## src/rtl/uart_pkg.sv

```systemverilog
// Shared UART definitions: line-state encoding and baud timing derivation,
// common to the transmitter and receiver.
package uart_pkg;

    typedef enum logic [1:0] {
        IDLE  = 2'd0,
        START = 2'd1,
        DATA  = 2'd2,
        STOP  = 2'd3
    } uart_state_t;

    localparam int unsigned DATA_BITS       = 8;
    localparam int unsigned BIT_COUNT_WIDTH = 4;

    // Clock cycles per serial bit; the fractional remainder is dropped.
    function automatic int unsigned symbol_edge_time(input int unsigned clock_freq,
                                                     input int unsigned baud_rate);
        return clock_freq / baud_rate;
    endfunction

    function automatic int unsigned baud_count_width(input int unsigned edge_time);
        return (edge_time > 1) ? $clog2(edge_time) : 1;
    endfunction

endpackage

```

## src/rtl/uart_baud_tick.sv

```systemverilog
// Bit-period timer: held at zero while cleared, pulses tick on the last
// cycle of every SYMBOL_EDGE_TIME-cycle bit period.
module uart_baud_tick
    import uart_pkg::*;
#(
    parameter int unsigned SYMBOL_EDGE_TIME = 1085
) (
    input  logic clk,
    input  logic reset,
    input  logic clear,
    output logic tick
);

    localparam int unsigned COUNT_WIDTH = baud_count_width(SYMBOL_EDGE_TIME);
    localparam logic [COUNT_WIDTH-1:0] LAST_COUNT = COUNT_WIDTH'(SYMBOL_EDGE_TIME - 1);

    logic [COUNT_WIDTH-1:0] count;

    assign tick = (count == LAST_COUNT);

    always_ff @(posedge clk) begin
        if (reset || clear) begin
            count <= '0;
        end else if (tick) begin
            count <= '0;
        end else begin
            count <= count + 1'b1;
        end
    end

endmodule

```

## src/rtl/uart_transmitter.sv

```systemverilog
// 8N1 UART transmitter with a valid/ready byte input and a registered,
// idle-high serial line.
module uart_transmitter
    import uart_pkg::*;
#(
    parameter int unsigned CLOCK_FREQ = 125_000_000,
    parameter int unsigned BAUD_RATE  = 115_200
) (
    input  logic       clk,
    input  logic       reset,
    input  logic [7:0] data_in,
    input  logic       data_in_valid,
    output logic       data_in_ready,
    output logic       serial_out
);

    localparam int unsigned SYMBOL_EDGE_TIME = symbol_edge_time(CLOCK_FREQ, BAUD_RATE);
    localparam logic [BIT_COUNT_WIDTH-1:0] LAST_BIT = BIT_COUNT_WIDTH'(DATA_BITS - 1);

    uart_state_t                state, state_next;
    logic [DATA_BITS-1:0]       shift, shift_next;
    logic [BIT_COUNT_WIDTH-1:0] bit_count, bit_count_next;
    logic                       serial_next;
    logic                       handshake;
    logic                       baud_tick;
    logic                       line_idle;

    assign line_idle     = (state == IDLE);
    assign data_in_ready = line_idle && !reset;
    assign handshake     = data_in_valid && data_in_ready;

    uart_baud_tick #(
        .SYMBOL_EDGE_TIME(SYMBOL_EDGE_TIME)
    ) baud_tick_inst (
        .clk  (clk),
        .reset(reset),
        .clear(line_idle),
        .tick (baud_tick)
    );

    always_comb begin
        state_next     = state;
        shift_next     = shift;
        bit_count_next = bit_count;
        case (state)
            IDLE: begin
                if (handshake) begin
                    state_next     = START;
                    shift_next     = data_in;
                    bit_count_next = '0;
                end
            end
            START: begin
                if (baud_tick) state_next = DATA;
            end
            DATA: begin
                if (baud_tick) begin
                    shift_next = shift >> 1;
                    if (bit_count == LAST_BIT) begin
                        state_next     = STOP;
                        bit_count_next = '0;
                    end else begin
                        bit_count_next = bit_count + 1'b1;
                    end
                end
            end
            STOP: begin
                if (baud_tick) state_next = IDLE;
            end
            default: state_next = IDLE;
        endcase

        // Line level is derived from where the frame will be next cycle so
        // serial_out can be a plain register with no extra latency.
        case (state_next)
            START:   serial_next = 1'b0;
            DATA:    serial_next = shift_next[0];
            default: serial_next = 1'b1;
        endcase
    end

    always_ff @(posedge clk) begin
        if (reset) begin
            state      <= IDLE;
            shift      <= '0;
            bit_count  <= '0;
            serial_out <= 1'b1;
        end else begin
            state      <= state_next;
            shift      <= shift_next;
            bit_count  <= bit_count_next;
            serial_out <= serial_next;
        end
    end

endmodule

```

## config.mk

```make
export PLATFORM = sky130hd
export DESIGN_NAME = uart_transmitter
export DESIGN_NICKNAME = d
export VERILOG_FILES = /design/src/rtl/uart_pkg.sv /design/src/rtl/uart_baud_tick.sv /design/src/rtl/uart_transmitter.sv
export SDC_FILE = /design/constraint.sdc
export NUM_CORES = 1
export LEC_CHECK = 0
export CAP_MARGIN = 40
export CORE_ASPECT_RATIO = 1.2
export CORE_MARGIN = 2
export CORE_UTILIZATION = 40
export CTS_BUF_LIST = sky130_fd_sc_hd__clkbuf_8 sky130_fd_sc_hd__clkbuf_16
export DETAILED_ROUTE_END_ITERATION = 10
export DONT_BUFFER_PORTS = 1
export HOLD_SLACK_MARGIN = 0.08
export PLACE_DENSITY = 0.65
export SYNTH_ARGS = -nofsm -noshare
export SYNTH_HDL_FRONTEND = slang
export SYNTH_HIERARCHICAL = 1
export SYNTH_SLANG_ARGS = --single-unit
export TNS_END_PERCENT = 10
```

## constraint.sdc

```tcl
create_clock -name clk -period 3 [get_ports clk]
set_clock_uncertainty 0.1 [all_clocks]
set_input_delay 0.3 -clock clk [delete_from_list [all_inputs] [get_ports clk]]
set_output_delay 0.3 -clock clk [all_outputs]
set_load 0.05 [all_outputs]
```

==> impl_summary.txt <==
----------------------------------------------------
[Final layout]
  Number of fill cells ... 307
  Antenna Diode Count ... 0
  Share of post-route cells with drive strength above 1 ... 6.54%
  Fin cells ... 189
  Synth-to-Final Area Change ... 4.47%
  Final core occ ... 44.2%
  Seq. cell area ... 520 µm²
  Area taken by multi-input logic gates ... 713 µm²
  Layout Nets ... 168

[Setup path]
  Data required, critical path ... 3.04 ns
  Endpoint kind of the worst setup timing path ... register
  Register-to-Register Path Depth ... 9
  Worst EP arrival ... 2.41 ns
  Startpoint type of the worst setup path ... register
  Crit Path Class ... reg2reg
  Largest fanout of any net on the critical path ... 11

[Placement]
  Gp weighted congestion ... 0.823
  # placed instances ... 184
  Setup slack after placement ... 0.667 ns
  HPWL after DPL ... 1.84 mm
  Buffers on Ports ... 0

[STA]
  Count of endpoints failing setup in the final report ... 0
  Final critical path time including I/O delays and setup ... 2.38 ns
  Transition time at the pin with the least slew margin ... 0.572 ns
  Final hold vios ... 0
  Setup WS post-layout ... 0.624 ns
  Headroom to the max-slew limit ... 61.7%
  Maximum clock rate ... 0.421 GHz
  Unrepaired setup endpoints after global routing ... false
  Setup TNS after final layout ... 0 ns
  Final clock period utilization by the worst path ... 79.2%
  Worst hold slack ... 0.0985 ns
  Number of max-slew violations in the final report ... 0

[Synthesis]
  Ys Warns ... 6
  Sequential share of the synthesized area ... 39.6%
  Unique masters post-synth ... 37
  Xor/xnor cell area share of the yosys netlist ... 2.00%
  Dominant combinational cell family by area after synthesis ... simple AND/OR/NAND/NOR gates
  Share of the synthesized area in compound gates (AO/OA/AOI/OAI) ... 21.0%
  Predominant post-synthesis flop cell ... dfxtp_1
  Synth Register Bits ... 26
  Multiplexer share of the synthesized area ... 0%
  Total nets after synthesis ... 170
  Netlist area before placement ... 1320 µm²
  Post-Synth Adder-Cell Area ... 2.85%
  Count of flip-flops with a built-in enable after synthesis ... 0
  Synth async-reset ratio ... 0%
  Post-synthesis instance total ... 156
  Mean cell area of the mapped netlist ... 8.43 µm²
  Simple-gate area share of the yosys netlist ... 28.4%

[Clocking]
  Clock tree buffer depth ... 2
  Clock sink total ... 26
  CTS tree ... done
  Clock transition at the register clock pins on the worst setup and hold paths after CTS ... 0.09 ns
  Clk Latency, worst-skew pair ... 0.26 ns
  Post-CTS setup-driven buffer insertion count ... 0
  Number of buffers added by the clock tree synthesis step ... 3
  CTS H-tree depth ... 1
  Cell chosen for the clock root ... clkbuf_8

[Route]
  Number of DRC violations after detailed routing ... 0
  Number of antenna-violating nets in the routed design ... 0
  Avg WL per Cell ... 13.0 µm
  Via density per instance ... 5.59
  Iter 0 DRT Violations ... 44
  Number of vias after detailed routing ... 1,057
  DRT Wirelength ... 2.46 mm
  Number of detailed-routing iterations run before antenna repair ... 4

[Die]
  Area of the core ... 3110 µm²
  Die outline height ... 66.8 µm
  Chip Width ... 56.3 µm
  Die ar. ... 3760 µm²
  IO Count ... 13
  Row count ... 22
  Initial standard-cell utilization of the core ... 42.3%

[Global routing]
  Antenna violations before repair ... 0
  Number of global-route vias before repair ... 1,031
  Total overflow reported by the global router ... 0
  Wire length of the first global-routing pass ... 4.32 mm
  Pin count of the biggest net entering global routing ... 18
  Total GRT Usage ... 14.3%

[Pwr]
  Pwr dens ... 456 nW/µm²
  Peak supply drop ... 217 µV
  Leakage ... 0.000459 µW

[Min path]
  Hold Path Depth ... 1
  Min-delay worst type ... in2reg

[Outcome]
  Result of the run ... complete, no violations

[Job]
  Number of maximum-capacitance violations ... 0

----------------------------------------------------
-- stage by stage --
step	power, µW	instance area [µm²]
final	627	1370
after global routing	654	1370
after CTS	637	1370
after detailed placement	413	1310
after global placement	412	1310
after floorplan	413	1320
-- synth_stat cells (all sizes together) (2+ instances only) --
master,instances,area share [%]
and3b,2,1.3
nand2,13,3.7
nor2b,4,1.9
nor4b,2,3.6
nor2,18,5.3
ha,3,2.9
nor3b,3,1.7
a22oi,8,4.6
xor2,2,1.3
nand3,7,2.7
inv,6,1.7
nor3,2,0.76
a21oi,15,5.7
nand3b,2,1.1
o21ai,12,4.6
buf,6,3.6
a32o,4,3.0
a31oi,2,0.95
clkbuf,3,0.86
dfxtp,26,40
and3,4,1.9
-- registers in the layout, indices dropped and copies added (netlist names) --
name,cells
shift,8
baud_tick_inst/count,11
serial_out,1
bit_count,4
state,2
-- final cells by class --
type | count | share of cell area [%]
sequential | 26 | 37.9
tap | 36 | 3.28
timing repair buffer | 2 | 1.28
inverter | 6 | 1.64
multi-input combinational | 115 | 51.9
clock buffer | 4 | 4.01
-- critical path, cell delays in order, from the launching register on --
cell and delay (ns):
dfxtp_1 0.36, inv_1 0.07, ha_1 0.13, nor2b_1 0.24, nand2_1 0.14, nor2_1 0.37, and3b_1 0.44, nor2_2 0.17
o21ai_1 0.17, a21oi_1 0.07
-- routing by layer --
layer,track usage (%),vias up,wire [µm]
met5,0,-,0
met4,5.65,0,15
met3,2.33,2,63
met2,26.8,18,1260
met1,16.1,484,1110
li1,-,553,-
-- worst paths after layout --
check                     startpoint            to  slack, ns
min reg2reg                 shift[2]      shift[2]       0.36
min                            reset      state[0]        0.1
max          baud_tick_inst/count[0]  bit_count[3]       0.62
max reg2reg  baud_tick_inst/count[0]  bit_count[3]       0.62
-- cell usage in the layout, fill, tap and decap left out, types with 3 or more instances in the layout --
cell	synthesis	layout
a21oi_1	15	15
a22oi_1	8	8
a32o_1	4	4
and3_1	4	4
clkbuf_8	0	4
dfxtp_1	26	26
ha_1	3	3
inv_1	6	6
nand2_1	13	13
nand3_1	7	7
nor2_1	17	17
nor2b_1	4	4
nor3b_1	3	3
o21ai_0	5	5
o21ai_1	7	7
-- power by group --
part	internal (µW)	switching, µW	total [µW]
clock	117	102	219
combinational	17.9	25.1	42.9
sequential	353	12.1	365
-- what timing repair did --
action	4_1_cts	5_1_grt
gates resized for setup	0	0
hold buffers	1	0
endpoints found under the hold margin	14	0
-- logic make-up after synthesis --
group                      count (synthesis)
AOI/OAI and AO/OA                         44
xor gates and xnor gates                   3
adders and majority gates                  3
buffers and inverters                     15
DFF                                       26
and+or+nand+nor                           65
Power figures use the tool's default switching activity.
